$ cat src/rtl/alu_pkg.sv
// Shared types, opcodes and result-cleaning helpers for the ALU command sequencer.
package alu_pkg;

  localparam int DATA_W = 16;
  localparam int RES_W  = 32;

  localparam logic [2:0] OP_ADD  = 3'b000;
  localparam logic [2:0] OP_SUB  = 3'b001;
  localparam logic [2:0] OP_MUL  = 3'b010;
  localparam logic [2:0] OP_DIV  = 3'b011;
  localparam logic [2:0] OP_OR   = 3'b100;
  localparam logic [2:0] OP_AND  = 3'b101;
  localparam logic [2:0] OP_NOT1 = 3'b110;
  localparam logic [2:0] OP_NOT2 = 3'b111;

  // The tag travels beside this struct because its width is a top-level parameter.
  typedef struct packed {
    logic [2:0]        opcode;
    logic [DATA_W-1:0] a;
    logic [DATA_W-1:0] b;
  } alu_cmd_t;

  typedef enum logic [1:0] {
    ST_IDLE  = 2'b00,
    ST_ISSUE = 2'b01,
    ST_HOLD  = 2'b10
  } seq_state_t;

  // The ALU divides by the magnitude in bits 14:0, so 0x8000 is also a zero divisor.
  function automatic logic is_div0(input logic [2:0] opcode, input logic [DATA_W-1:0] b);
    return (opcode == OP_DIV) && (b[14:0] == 15'h0000);
  endfunction

  function automatic logic [RES_W-1:0] clean_result(input logic [2:0] opcode,
                                                    input logic       div0,
                                                    input logic [RES_W-1:0] raw);
    logic [RES_W-1:0] res;
    if (div0) begin
      res = {RES_W{1'b0}};
    end else if (opcode[2]) begin
      res = {16'h0000, raw[15:0]};
    end else begin
      res = raw;
    end
    return res;
  endfunction

endpackage

$ cat src/rtl/alu_cmd_fifo.sv
// Count-based synchronous FIFO holding queued ALU commands; head is read combinationally.
module alu_cmd_fifo #(
  parameter int DEPTH = 4,
  parameter int W     = 8
) (
  input  logic         clk,
  input  logic         rst,
  input  logic         push,
  input  logic [W-1:0] din,
  input  logic         pop,
  output logic [W-1:0] dout,
  output logic         full,
  output logic         empty
);

  localparam int PTR_W = $clog2(DEPTH);
  localparam int CNT_W = PTR_W + 1;
  localparam logic [CNT_W-1:0] FULL_CNT = CNT_W'(DEPTH);

  logic [W-1:0]     mem_r [DEPTH];
  logic [PTR_W-1:0] wr_ptr_r;
  logic [PTR_W-1:0] rd_ptr_r;
  logic [CNT_W-1:0] count_r;
  logic             push_ok_s;
  logic             pop_ok_s;

  assign full      = (count_r == FULL_CNT);
  assign empty     = (count_r == {CNT_W{1'b0}});
  assign push_ok_s = push && !full;
  assign pop_ok_s  = pop && !empty;
  assign dout      = mem_r[rd_ptr_r];

  // Storage array; contents are don't-care until written, so it carries no reset.
  always_ff @(posedge clk) begin
    if (push_ok_s) begin
      mem_r[wr_ptr_r] <= din;
    end
  end

  // Pointers and occupancy; power-of-two depth lets the pointers wrap naturally.
  always_ff @(posedge clk) begin
    if (rst) begin
      wr_ptr_r <= {PTR_W{1'b0}};
      rd_ptr_r <= {PTR_W{1'b0}};
      count_r  <= {CNT_W{1'b0}};
    end else begin
      if (push_ok_s) begin
        wr_ptr_r <= wr_ptr_r + PTR_W'(1);
      end
      if (pop_ok_s) begin
        rd_ptr_r <= rd_ptr_r + PTR_W'(1);
      end
      case ({push_ok_s, pop_ok_s})
        2'b10:   count_r <= count_r + CNT_W'(1);
        2'b01:   count_r <= count_r - CNT_W'(1);
        default: count_r <= count_r;
      endcase
    end
  end

endmodule

$ cat src/rtl/alu_cmd_sequencer.sv
// Buffers ALU commands, issues them one at a time to the combinational ALU and
// returns cleaned, tagged results in command order.
module alu_cmd_sequencer
  import alu_pkg::*;
#(
  parameter int DEPTH = 4,
  parameter int TAG_W = 4
) (
  input  logic              clk,
  input  logic              rst,
  input  logic              cmd_valid,
  output logic              cmd_ready,
  input  logic [2:0]        cmd_opcode,
  input  logic [DATA_W-1:0] cmd_a,
  input  logic [DATA_W-1:0] cmd_b,
  input  logic [TAG_W-1:0]  cmd_tag,
  output logic [DATA_W-1:0] alu_inp1,
  output logic [DATA_W-1:0] alu_inp2,
  output logic [2:0]        alu_opcode,
  input  logic [RES_W-1:0]  alu_result,
  output logic              rsp_valid,
  input  logic              rsp_ready,
  output logic [RES_W-1:0]  rsp_result,
  output logic [TAG_W-1:0]  rsp_tag,
  output logic              rsp_zero,
  output logic              rsp_neg,
  output logic              rsp_div0
);

  localparam int FW = TAG_W + $bits(alu_cmd_t);

  seq_state_t       state_r;
  logic [TAG_W-1:0] tag_r;
  logic             div0_pend_r;
  alu_cmd_t         in_cmd_s;
  alu_cmd_t         head_cmd_s;
  logic [TAG_W-1:0] head_tag_s;
  logic [FW-1:0]    fifo_din_s;
  logic [FW-1:0]    fifo_dout_s;
  logic             fifo_full_s;
  logic             fifo_empty_s;
  logic             push_s;
  logic             pop_s;
  logic [RES_W-1:0] clean_s;

  assign in_cmd_s   = '{opcode: cmd_opcode, a: cmd_a, b: cmd_b};
  assign fifo_din_s = {cmd_tag, in_cmd_s};
  assign {head_tag_s, head_cmd_s} = fifo_dout_s;

  assign cmd_ready = !fifo_full_s && !rst;
  assign push_s    = cmd_valid && cmd_ready;
  assign clean_s   = clean_result(alu_opcode, div0_pend_r, alu_result);

  alu_cmd_fifo #(
    .DEPTH (DEPTH),
    .W     (FW)
  ) u_fifo (
    .clk   (clk),
    .rst   (rst),
    .push  (push_s),
    .din   (fifo_din_s),
    .pop   (pop_s),
    .dout  (fifo_dout_s),
    .full  (fifo_full_s),
    .empty (fifo_empty_s)
  );

  // Head is consumed when idle, or in HOLD on the same cycle the response is taken.
  always_comb begin
    pop_s = 1'b0;
    if (state_r == ST_IDLE) begin
      pop_s = !fifo_empty_s;
    end else if (state_r == ST_HOLD) begin
      pop_s = rsp_ready && !fifo_empty_s;
    end else begin
      pop_s = 1'b0;
    end
  end

  // Operand registers feeding the ALU, loaded whenever a command leaves the FIFO.
  always_ff @(posedge clk) begin
    if (rst) begin
      alu_inp1    <= {DATA_W{1'b0}};
      alu_inp2    <= {DATA_W{1'b0}};
      alu_opcode  <= 3'b000;
      tag_r       <= {TAG_W{1'b0}};
      div0_pend_r <= 1'b0;
    end else if (pop_s) begin
      alu_inp1    <= head_cmd_s.a;
      alu_inp2    <= head_cmd_s.b;
      alu_opcode  <= head_cmd_s.opcode;
      tag_r       <= head_tag_s;
      div0_pend_r <= is_div0(head_cmd_s.opcode, head_cmd_s.b);
    end
  end

  // Issue/response FSM; the ALU result is sampled one cycle after the operands load.
  always_ff @(posedge clk) begin
    if (rst) begin
      state_r    <= ST_IDLE;
      rsp_valid  <= 1'b0;
      rsp_result <= {RES_W{1'b0}};
      rsp_tag    <= {TAG_W{1'b0}};
      rsp_zero   <= 1'b0;
      rsp_neg    <= 1'b0;
      rsp_div0   <= 1'b0;
    end else begin
      case (state_r)
        ST_IDLE: begin
          if (pop_s) begin
            state_r <= ST_ISSUE;
          end
        end
        ST_ISSUE: begin
          rsp_result <= clean_s;
          rsp_tag    <= tag_r;
          rsp_zero   <= (clean_s == {RES_W{1'b0}});
          rsp_neg    <= clean_s[RES_W-1];
          rsp_div0   <= div0_pend_r;
          rsp_valid  <= 1'b1;
          state_r    <= ST_HOLD;
        end
        ST_HOLD: begin
          if (rsp_ready) begin
            rsp_valid <= 1'b0;
            state_r   <= pop_s ? ST_ISSUE : ST_IDLE;
          end
        end
        default: begin
          rsp_valid <= 1'b0;
          state_r   <= ST_IDLE;
        end
      endcase
    end
  end

endmodule

$ cat config.mk
export PLATFORM = sky130hd
export DESIGN_NAME = alu_cmd_sequencer
export DESIGN_NICKNAME = d
export VERILOG_FILES = /design/src/rtl/alu_pkg.sv /design/src/rtl/alu_cmd_fifo.sv /design/src/rtl/alu_cmd_sequencer.sv
export SDC_FILE = /design/constraint.sdc
export NUM_CORES = 1
export LEC_CHECK = 0
export CORE_ASPECT_RATIO = 1.25
export CORE_UTILIZATION = 50
export DETAILED_ROUTE_END_ITERATION = 16
export PLACE_DENSITY = 0.76
export SLEW_MARGIN = 20
export SYNTH_ARGS = -nofsm -noshare
export SYNTH_HDL_FRONTEND = slang
export SYNTH_SLANG_ARGS = --single-unit
$ cat constraint.sdc
create_clock -name clk -period 3.1 [get_ports clk]
set_clock_uncertainty 0.15 [all_clocks]
set_input_delay 0.465 -clock clk [delete_from_list [all_inputs] [get_ports clk]]
set_output_delay 0.465 -clock clk [all_outputs]
set_load 0.01 [all_outputs]
# Word-level counts from Yosys, hierarchy flattened
# Memory sizes are Yosys's and may differ from the RTL's. A register that Yosys moved wholly into a read port is not among the register bits.
# Index checks and enable logic that the tools add are counted.
word_totals:
  rom_bits: 0
  ramBits: 156
  reg_bits: 89
  wordCells: 60
  n_memories: 1
  latchBits: 0
  out_inout_bits: 76
op_classes:
  bitwise_logic: 1
  n_reduce_logical: 16
  div_mod_pow: 0
  magnitude_cmp: 0
  n_shift: 0
  n_addsub: 4
  muxes: 15
  n_eq_ne: 8
  n_mul: 0
mem_list:
  columns: ["name", "depth", "width", "read_ports", "rd_clocked_by_memory_dff", "write_ports", "line_no", "source"]
  rows:
  - ["u_fifo.mem_r", 4, 39, 1, 1, 1, "alu_cmd_fifo.sv:20", "logic [W-1:0] mem_r [DEPTH];"]
ops:
  columns: ["op", "n"]
  rows:
  - ["2-to-1 mux 32 bit", 2]
  - ["zero test 32 bit", 1]
  - ["zero test 15 bit", 1]
  - ["2-to-1 mux 2 bit", 4]
  - ["logical AND 1 bit", 6]
  - ["2-to-1 mux 1 bit", 6]
  - ["one-hot mux 2 bit (3 select lines)", 1]
  - ["one-hot mux 3 bit (2 select lines)", 1]
  - ["adder 2 x 1 -> 2 bit, second input constant", 2]
  - ["equality test 2 x 1 -> 1 bit, second input constant", 2]
  - ["equality test 2 bit, second input constant", 2]
  - ["inequality test 2 bit, second input constant", 2]
  - ["AND reduction 2 bit", 2]
  - ["adder 3 x 1 -> 3 bit, second input constant", 1]
  - ["equality test 3 x 2 -> 1 bit, second input constant", 1]
  - ["equality test 3 bit, second input constant", 1]
  - ["zero test 1 bit", 3]
  - ["zero test 3 bit", 1]
  - ["one-hot mux 1 bit (3 select lines)", 1]
  - ["subtractor 3 x 1 -> 3 bit, second input constant", 1]
  - ["zero test 2 bit", 1]
  - ["nonzero test 2 bit", 1]
  - ["inverter 1 bit", 1]

# Longest topological paths before layout
# Gate-level depths: netlist of run 1.
logic_depth:
  ltp_word: 8
  mapped_depth: 11

# Modules after synthesis
# A second synthesis of run 1 with hierarchy kept.
unflattened:
  cells_unflattened: 626
  area_unflattened_um2: 9367.7
by_module_without_submodules:
  columns: ["module", "area_per_inst_um2", "cells_per_inst", "n_inst"]
  rows:
  - ["alu_cmd_fifo", 6090.8, 257, 1]
  - ["alu_cmd_sequencer", 3276.9, 369, 1]

# Worst setup path after synthesis of run 1
# Ideal clock, no wire load.
synth_timing:
  kind: "input to register"
  start: "in rsp_ready"
  end: "reg u_fifo.count_r[2]"
  path_slack_ns: 0.512
  required_ns: 2.880
  stages: 11
  t_arrival_ns: 2.368
  path_buffers: 2
  setup_ns: 0.070
  cell_sequence: "nor2b_1 > or3_1 > clkbuf_1 > inv_2 > buf_2 > ha_1 > inv_1 > fa_1 > xor2_1 > or3_1 > a21oi_1"
synth_via:
  elab_chain_cells: 6
synth_lines:
  columns: ["element", "line_no", "source"]
  rows:
  - ["start: declaration", "alu_cmd_sequencer.sv:22", "input logic rsp_ready,"]
  - ["logical AND 1 bit (*)", "alu_cmd_sequencer.sv:74", "pop_s = rsp_ready && !fifo_empty_s;"]
  - ["2-to-1 mux 1 bit (*)", "alu_cmd_sequencer.sv:73", "end else if (state_r == ST_HOLD) begin"]
  - ["2-to-1 mux 1 bit (*)", "alu_cmd_sequencer.sv:71", "if (state_r == ST_IDLE) begin"]
  - ["logical AND 1 bit (*)", "alu_cmd_fifo.sv:30", "assign pop_ok_s = pop && !empty;"]
  - ["net u_fifo.pop_ok_s", "alu_cmd_fifo.sv:25", "logic pop_ok_s;"]
  - ["equality test 2 x 1 -> 1 bit / equality test 2 bit (equally long branches)", "alu_cmd_fifo.sv:53", "case ({push_ok_s, pop_ok_s})"]
  - ["one-hot mux 3 bit (2 select lines) / nonzero test 2 bit (equally long branches)", null, null]
  - ["end signal: assignment", "alu_cmd_fifo.sv:54", "2'b10: count_r <= count_r + CNT_W'(1);"]
  - ["end signal: assignment", "alu_cmd_fifo.sv:55", "2'b01: count_r <= count_r - CNT_W'(1);"]
  - ["end signal: assignment", "alu_cmd_fifo.sv:56", "default: count_r <= count_r;"]
  - ["end: declaration", "alu_cmd_fifo.sv:23", "logic [CNT_W-1:0] count_r;"]
# The timed path passes the listed nets; every way through them passes the cells marked *.
# A chain may end at the register's enable or synchronous reset.

# Worst setup path after layout of run 1
layout_timing:
  start: "reg u_fifo.count_r[2]"
  end: "reg u_fifo.count_r[2]"
layout_via:
  elab_chain_cells: 8
layout_lines:
  columns: ["element", "line_no", "source"]
  rows:
  - ["start signal: assignment", "alu_cmd_fifo.sv:45", "count_r <= {CNT_W{1'b0}};"]
  - ["start signal: assignment", "alu_cmd_fifo.sv:54", null]
  - ["start signal: assignment", "alu_cmd_fifo.sv:55", null]
  - ["zero test 3 bit", "alu_cmd_fifo.sv:28", "assign empty = (count_r == {CNT_W{1'b0}});"]
  - ["zero test 1 bit", "alu_cmd_fifo.sv:30, alu_cmd_sequencer.sv:72, alu_cmd_sequencer.sv:74", null]
  - ["logical AND 1 bit", "alu_cmd_sequencer.sv:74", null]
  - ["2-to-1 mux 1 bit", "alu_cmd_sequencer.sv:73", null]
  - ["2-to-1 mux 1 bit", "alu_cmd_sequencer.sv:71", null]
  - ["logical AND 1 bit", "alu_cmd_fifo.sv:30", null]
  - ["equality test 2 x 1 -> 1 bit / equality test 2 bit (equally long branches)", "alu_cmd_fifo.sv:53", null]
  - ["one-hot mux 3 bit (2 select lines) / nonzero test 2 bit (equally long branches)", null, null]
# Parallel ways exist; a longest one is shown, timed or not.

==> results of run 1 <==
-- state kept, by name, indices dropped and copies added (netlist names), 2 cells and up, named ones only --
register	cells
state_r	2
rsp_tag	4
alu_inp1	16
tag_r	4
u_fifo.count_r	3
alu_inp2	16
u_fifo.mem_r	156
alu_opcode	3
rsp_result	32
u_fifo.wr_ptr_r	2
u_fifo.rd_ptr_r	2
-- power groups by stage --
| stage | Sequential [mW] | Clock, mW | Combinational (mW) |
|---|---|---|---|
| 6_report | 4.26 | 2.71 | 2.55 |
| 5_1_grt | 4.31 | 2.91 | 2.78 |
| 4_1_cts | 4.26 | 2.77 | 2.59 |
| 3_5_place_dp | 4.33 | 0 | 2.56 |
| 3_3_place_gp | 4.29 | 0 | 2.50 |
| 2_1_floorplan | 4.37 | 0 | 1.36 |
-- per-stage QoR --
step | util | std cells | worst slack [ns]
2_1_floorplan | - | 612 | 0.512
6_report | 0.656 | 1008 | 0.615
4_1_cts | 0.656 | 1008 | 0.591
3_5_place_dp | 0.613 | 967 | 0.122
3_3_place_gp | 0.613 | 967 | 0.194
5_1_grt | 0.656 | 1008 | 0.505
-- layout make-up --
cell class,count,area (um2)
Sequential cell,246,6490
Fill cell,1240,6050
Multi-Input combinational cell,320,2330
Timing Repair Buffer,168,1650
Clock buffer,31,659
Tap cell,224,280
Clock inverter,10,86.3
Inverter,9,33.8
-- per-layer routing --
metal,vias up,global-route usage,share of wire
met3,27,0.0379,0.077
met5,-,0,0
met2,214,0.380,0.53
li1,2581,-,-
met1,2749,0.235,0.38
met4,0,0.0553,0.018
-- cells in the final DEF, fill, tap and decap left out, types with 3 or more instances in the layout --
cell type / count
sky130_fd_sc_hd__a21oi_1: 65
sky130_fd_sc_hd__edfxtp_1: 156
sky130_fd_sc_hd__clkbuf_16: 24
sky130_fd_sc_hd__dfxtp_1: 88
sky130_fd_sc_hd__clkdlybuf4s50_1: 149
sky130_fd_sc_hd__buf_4: 18
sky130_fd_sc_hd__nor3_1: 5
sky130_fd_sc_hd__nor2_1: 29
sky130_fd_sc_hd__nand2_1: 106
sky130_fd_sc_hd__inv_1: 8
sky130_fd_sc_hd__clkinv_2: 4
sky130_fd_sc_hd__nor4_1: 12
sky130_fd_sc_hd__nor2b_1: 3
sky130_fd_sc_hd__clkbuf_8: 3
sky130_fd_sc_hd__mux4_2: 39
sky130_fd_sc_hd__a22oi_1: 16
sky130_fd_sc_hd__and2_2: 4
sky130_fd_sc_hd__ha_1: 5
sky130_fd_sc_hd__nand3b_1: 18
-- critical path, cell delays in order (launching register included) --
cell and delay [ns]:
sky130_fd_sc_hd__dfxtp_1 0.40, sky130_fd_sc_hd__nor3_1 0.09, sky130_fd_sc_hd__or3_2 0.48, sky130_fd_sc_hd__inv_2 0.07, sky130_fd_sc_hd__ha_1 0.17, sky130_fd_sc_hd__inv_1 0.06
sky130_fd_sc_hd__fa_1 0.38, sky130_fd_sc_hd__xor2_1 0.16, sky130_fd_sc_hd__or3_1 0.32, sky130_fd_sc_hd__a21oi_1 0.14
-- cell families (layout without fill, tap and decap cells) --
family,count (synthesis),after routing,share of synthesized area
mux,39,39,0.0976
compound gates,88,88,0.0553
xor+xnor,4,4,0.00389
fa+ha+maj,6,6,0.00917
simple gates,183,183,0.0917
buf+inv,46,218,0.0220
flops,246,246,0.720
-- worst max-delay path by stage --
stage,from,endpoint,slack (ns),depth (start not counted)
2_1_floorplan,rsp_ready,u_fifo.count_r[2]$_SDFFE_PP0P_,0.51,11
3_3_place_gp,rsp_ready,u_fifo.count_r[2]$_SDFFE_PP0P_,0.19,10
3_5_place_dp,rsp_ready,u_fifo.count_r[2]$_SDFFE_PP0P_,0.12,10
4_1_cts,u_fifo.count_r[2]$_SDFFE_PP0P_,u_fifo.count_r[2]$_SDFFE_PP0P_,0.59,9
5_1_grt,u_fifo.count_r[2]$_SDFFE_PP0P_,u_fifo.count_r[2]$_SDFFE_PP0P_,0.51,9
6_report,u_fifo.count_r[2]$_SDFFE_PP0P_,u_fifo.count_r[2]$_SDFFE_PP0P_,0.61,9
==> out/results.txt, run 1 <==
The flow ran to the end, and the final reports show no timing, DRC or antenna violations. Startpoint of the worst hold path: alu_inp1[15]$_SDFFE_PP0N_. In this run the count of I/O pins placed on the die edge is 151. The number of antenna-violating nets in the routed design was 0.

In this run the register-to-register setup slack is 0.61 ns. The run gives 0 ns as the accumulated negative setup slack. The via count of the first global-routing pass was 5,784; the fraction of registers with async set/reset was 0. STA puts the critical path data required time at 3.37 ns. Setup violations remaining at the end of the flow were counted as 0. Summing all placed instances gives a cell area of 10,800 um2.

The post-cts resize count is 0. The endpoint identified for the worst register-to-register timing path is u_fifo.count_r[2]$_SDFFE_PP0P_. The fraction of post-synthesis cell area in the top cell type by area came out at 0.520.

Clock latency on the worst-skew pair, taken at its later pin, is 0.50 ns. With fillers left out, the area of the finished cells amounts to 11,500 um2. Entering global routing, the biggest net connects 90 pins. Buffers added to address setup during post-CTS repair amount to 0. The count of mapped cells out of synthesis was 612. Counting I/O delays and the setup requirement, the final critical path takes 2.49 ns. Worst hold path class: reg -> reg. The tools report the smallest hold slack as 0.303 ns.

The logs give 3.79 nW for the leakage power summed over all cells and 849 for the net total in the final layout. The commonest cells after synthesis are sky130_fd_sc_hd__edfxtp_1 (156), sky130_fd_sc_hd__nand2_1 (106), sky130_fd_sc_hd__dfxtp_1 (90). The worst slew margin relative to its limit was 0.378. STA classifies the critical path startpoint as a register. For the die area, the log shows 18,600 um2. Setup repair after global routing left no endpoint under its margin. For this design, the sink count on the clock tree is 246. The net count after synthesis is 693. The slew at the pin closest to its max-slew limit was 0.932 ns; the switching portion of total power was 0.285.

The clock share of power is 0.285. The most common cell in the synthesized netlist is sky130_fd_sc_hd__edfxtp_1. CTS placed an instance of sky130_fd_sc_hd__clkbuf_16 at the clock tree root.

The number of antenna diodes in the final layout is 0. For the number of DRC violations after detailed routing, the log shows 0. The number of clock buffers added by TritonCTS is 23.

In this run, synthesis produced a sequential element count of 246. The first global-routing pass estimated 29,300 um of wire. The sequential area share after synthesis was 0.720.

The overall via count from detail_route came out at 5,571. After clock tree synthesis, the flow added hold-fix buffers numbering 0. The total overflow left after global routing is 0. The via-per-instance ratio is 5.53, and the length of the first detailed-routing pass in iterations is 6.

The average wire per cell in the routed design is 18.6 um. The critical path capture point type was a register. The dominant register cell in the synthesized netlist is sky130_fd_sc_hd__edfxtp_1.

Along the worst path, the maximum fanout reaches 5. The total power is 9.51 mW, and the overall die width is 122 um. After the first detailed-routing iteration, the DRC count stood at 294. A synthesized cell averages 14.7 um2. At the end of routability-driven placement, the weighted congestion stood at 0.753.

Startpoint-to-endpoint class of the critical path: reg -> reg. For this run, the top clock speed supported by timing is 0.402 GHz. The clock transition at the registers of the reported paths was 0.06 ns; the final wirelength was 18,700 um.

The combinational power share is 0.268. The core region is 17,600 um2. The final max-slew violation count is 0. The worst hold path terminates at alu_inp1[15]$_SDFFE_PP0N_. Initial antenna violation count: 0. The analysis attributes to net switching a power of 2.71 mW. Yosys mapped a number of flops with a built-in enable equal to 156.

Number of hold-slack violations in the final timing report: 0. Across the run, the number of max-cap violations was 0. In this run the core area contains 54 standard-cell rows. The startpoint identified for the worst register-to-register timing path is u_fifo.count_r[2]$_SDFFE_PP0P_. Cell internal power was estimated by the tool at 6.80 mW.

The synthesized netlist occupies a cell area of 9000 um2. Ranked by total cell area, the synthesized netlist is headed by sky130_fd_sc_hd__edfxtp_1 (52%), sky130_fd_sc_hd__dfxtp_1 (20%), sky130_fd_sc_hd__mux4_2 (9.8%), sky130_fd_sc_hd__nand2_1 (4.4%), sky130_fd_sc_hd__a21oi_1 (3.6%). TritonCTS built the clock tree.

The final worst-path cycle share is 0.802. Of all cell types, the one taking the most synthesized area is sky130_fd_sc_hd__edfxtp_1. The power density over cell area is 825 nW/um2. Counting cells, the worst reg-to-reg path comes to 9.

Counting instances, the worst hold path has a depth of 2. The data arrival time at the worst-slack endpoint is 2.75 ns. The tools report the maximum resistive drop on vdd as 0.625 mV. The overall track demand over capacity in global routing is 0.204, and the effective utilization at floorplan is 0.513. Counting distinct cell types in the post-synthesis netlist gives 32. Measured along the y axis, the die boundary spans 152 um. The run gives 12,100 um as the post-detailed-placement half-perimeter wirelength. The quantity of I/O buffers inserted on ports was 150; the maximum number of buffers from clock root to sink was 3. The area growth from synthesis to layout is 28.0%. For this run, the number of Yosys warnings is 0. The run gives 0.448 as the sequential share of power. The fraction of final layout cells with drive strength greater than 1 came out at 0.134. The number of H-tree branching levels is 1.
No activity file was read; power rests on OpenSTA's default activity.
==> run 2, diff against run 1 <==
==> constraint.sdc (replaced) <==
create_clock -name clk -period 2.5 [get_ports clk]
set_clock_uncertainty 0.15 [all_clocks]
set_input_delay 0.375 -clock clk [delete_from_list [all_inputs] [get_ports clk]]
set_output_delay 0.375 -clock clk [all_outputs]
set_load 0.01 [all_outputs]
==> out/results.txt, run 2 (synthesized netlist as in run 1, its figures left out) <==
The overall die width was 122 um (unchanged). The number of buffers inserted by post-CTS setup repair is 0 (unchanged). For the post-layout worst setup margin, the log shows 0.176 ns (-0.438 ns).

Quantity of I/O buffers inserted on ports: 150 (unchanged). The number of H-tree branching levels is 1 (unchanged). The cell family contributing the most delay on the critical path is simple AND/OR/NAND/NOR gates. The via-per-instance ratio was 5.49 (-0.74%).

The critical path capture point type is a register. The top cell types in the final layout, fill and taps aside, are sky130_fd_sc_hd__edfxtp_1 (156), sky130_fd_sc_hd__clkdlybuf4s50_1 (149), sky130_fd_sc_hd__nand2_1 (106), sky130_fd_sc_hd__dfxtp_1 (84), sky130_fd_sc_hd__a21oi_1 (64). The length in cells of the worst reg-to-reg path was 9 (unchanged). The sum of overflow across all layers after global routing was 0 (unchanged); the floorplan core area was 17,600 um2 (unchanged).

Overall track demand over capacity in global routing: 0.209 (+0.00466). In the final layout, the registers with the most flip-flops are u_fifo.mem_r (156), rsp_result (32). For this design, the slowest cell found on the critical path is sky130_fd_sc_hd__or3_1.

The tools report the net total in the final layout as 858 (+1.1%). The number of flip-flops under the largest register name works out to 156 (unchanged). The buffers plus inverters on the worst setup path works out to 2 (unchanged).

For the total power, the log shows 11.8 mW (+25%). For the clock latency of the later-clocked register in the worst-skew pair, the log shows 0.51 ns (about the same). The initial antenna violation count is 0 (unchanged).

The clock transition at the registers of the reported paths is 0.06 ns (about the same). The top register by number of flip-flops is u_fifo.mem_r. The length of the first detailed-routing pass in iterations came out at 5 (-1).

The worst register-to-register path ends at u_fifo.count_r[2]$_SDFFE_PP0P_. The signal on the critical path passes through nor2b_1 > or3_4 > inv_2 > ha_2 > inv_1 > fa_2 > xor2_1 > or3_1 > a21oi_2. The tools report the wire length of the first global-routing pass as 29,800 um (+1.7%). The logs give 0.712 mV (+14%) for the maximum resistive drop on vdd and 0.611 (+0.233) for the worst slew margin relative to its limit. The logs give -0.373 ns (-0.495 ns) for the worst setup timing slack at the placement stage and 0.430 GHz (+7.0%) for the highest clock rate. The setup path with the least slack is of type reg -> reg.

For the final number of setup-violating endpoints, the log shows 0 (unchanged). STA classifies the critical path startpoint as a register. The number of DRC violations after detailed routing came out at 0 (unchanged).

The tools report the number of top-level pins as 151 (unchanged). The row count came out at 54 (unchanged). The effective utilization at floorplan is 0.513 (unchanged), and the leakage power summed over all cells is 3.83 nW (+1.0%). The average wire per cell in the routed design came out at 18.6 um (about the same). The tools report the maximum number of buffers from clock root to sink as 3 (unchanged).

The vertical extent of the die works out to 152 um (unchanged). The post-cts resize count was 0 (unchanged); the DRC violation total after the first TritonRoute iteration was 355 (+21%). The final max-slew violation count is 0 (unchanged). The area growth from synthesis to layout is 29.2%.

The power density over cell area works out to 1020 nW/um2 (+23%). The reg-to-reg setup timing slack was 0.18 ns (-0.44 ns). The critical path depth was 9 (unchanged). The number of sinks handled by clock tree synthesis is 246 (unchanged).

The run gives 24 (+4.3%) as the TritonCTS buffer count. Buffer type at the clock tree root: sky130_fd_sc_hd__clkbuf_16. Final worst-path cycle share: 0.929 (+0.128).

For the via count of the first global-routing pass, the log shows 5,795 (+0.19%). Setup repair after global routing left no endpoint under its margin. For the max-capacitance violation count, the log shows 0 (unchanged). The library cell used most frequently in the layout, excluding fill and tap cells, is sky130_fd_sc_hd__edfxtp_1. TritonCTS built the clock tree.

The tools report the required time at the worst-slack endpoint as 2.79 ns (-0.58 ns). The tools report the post-detailed-placement half-perimeter wirelength as 12,100 um (-0.25%). Slew at the pin closest to its max-slew limit: 0.582 ns (-0.350 ns).

For the number of buffers inserted for hold repair after clock tree synthesis, the log shows 0 (unchanged). The fraction of final layout cells with drive strength greater than 1 is 0.146 (+0.0120), and the number of antenna-violating nets in the routed design is 0 (unchanged). The shortest clock period the worst path allows after layout was 2.32 ns (-0.162 ns); the data arrival time at the worst-slack endpoint was 2.62 ns (-0.13 ns). The run gives 0.809 (+7.4%) as the global placement routability congestion. Number of hold-slack violations in the final timing report: 0 (unchanged). Final wirelength: 18,900 um (+1.2%). The count of inserted antenna diode cells is 0 (unchanged).

The tools report the overall via count from detail_route as 5,590 (+0.34%). The die area was 18,600 um2 (unchanged); the worst-path maximum fanout was 5 (unchanged). The biggest cell delay along the critical path works out to 0.37 ns (-0.11 ns). Worst setup path endpoint: u_fifo.count_r[2]$_SDFFE_PP0P_. The startpoint identified for the worst register-to-register timing path is state_r[1]$_SDFFE_PP0P_. In this run the worst setup path begins at state_r[1]$_SDFFE_PP0P_. The run gives 0.662 (+0.00655) as the final core utilization.

The worst hold path belongs to the class in -> reg. The pin count of the biggest net entering global routing is 43 (-52%). The flow ran to the end, and the final reports show no timing, DRC or antenna violations. The tools report the smallest hold slack as 0.0762 ns (-0.227 ns).
## run 2: cell count changes in the layout (fill, tap and decap cells not counted), sizes merged
| cell | previous run | this run |
|---|---|---|
| clkinv | 6 | 9 |
| clkbuf | 31 | 32 |
| bufinv | 1 | 0 |
| buf | 19 | 27 |
## run 2: how the worst min path moves through the flow
stage	from	endpoint	slack (ns)	depth (start not counted)
CTS	rst	rsp_result[25]$_SDFFE_PP0P_	0.06	2
global route	rst	rsp_result[23]$_SDFFE_PP0P_	0.07	2
finish	rst	rsp_result[26]$_SDFFE_PP0P_	0.08	2
global placement	tag_r[2]$_SDFFE_PP0N_	rsp_tag[2]$_SDFFE_PP0P_	0.29	2
floorplan	tag_r[0]$_SDFFE_PP0N_	rsp_tag[0]$_SDFFE_PP0P_	0.28	2
detailed placement	tag_r[3]$_SDFFE_PP0N_	rsp_tag[3]$_SDFFE_PP0P_	0.29	2
## run 2: where the power goes
group	internal [mW]	switching, mW
registers	4.92	0.334
clock network	1.84	1.46
logic	1.64	1.65
## run 2: layout make-up
cell class,instances,area (um2)
clock inverter,12,77.6
timing repair buffer,176,1760
multi-input combinational,320,2340
tap,224,280
inverter,9,33.8
fill,1221,5930
sequential,246,6500
clock buffer,32,651
## run 2: layer usage
layer | track usage | part of all wire | wire (um)
met1 | 0.255 | 0.39 | 7330
met3 | 0.0372 | 0.068 | 1290
met5 | 0 | 0 | 0
met2 | 0.373 | 0.53 | 10000
met4 | 0.0611 | 0.015 | 289
## run 2: through the flow
| stage | std cells | TNS [ns] | instance area [um2] |
|---|---|---|---|
| detailed placement | 975 | -0.486 | 10900 |
| CTS | 1019 | 0 | 11600 |
| global placement | 975 | -0.361 | 10900 |
| floorplan | 612 | 0 | 9010 |
| finish | 1019 | 0 | 11600 |
| global route | 1019 | 0 | 11600 |
==> run 3, diff against run 2 <==
--- a/config.mk
+++ b/config.mk
@@ -13,3 +13,4 @@
 export SYNTH_ARGS = -nofsm -noshare
 export SYNTH_HDL_FRONTEND = slang
 export SYNTH_SLANG_ARGS = --single-unit
+export TNS_END_PERCENT = 50
==> results of run 3 <==
No change in the layout: final DEF, timing and power equal those of run 2.
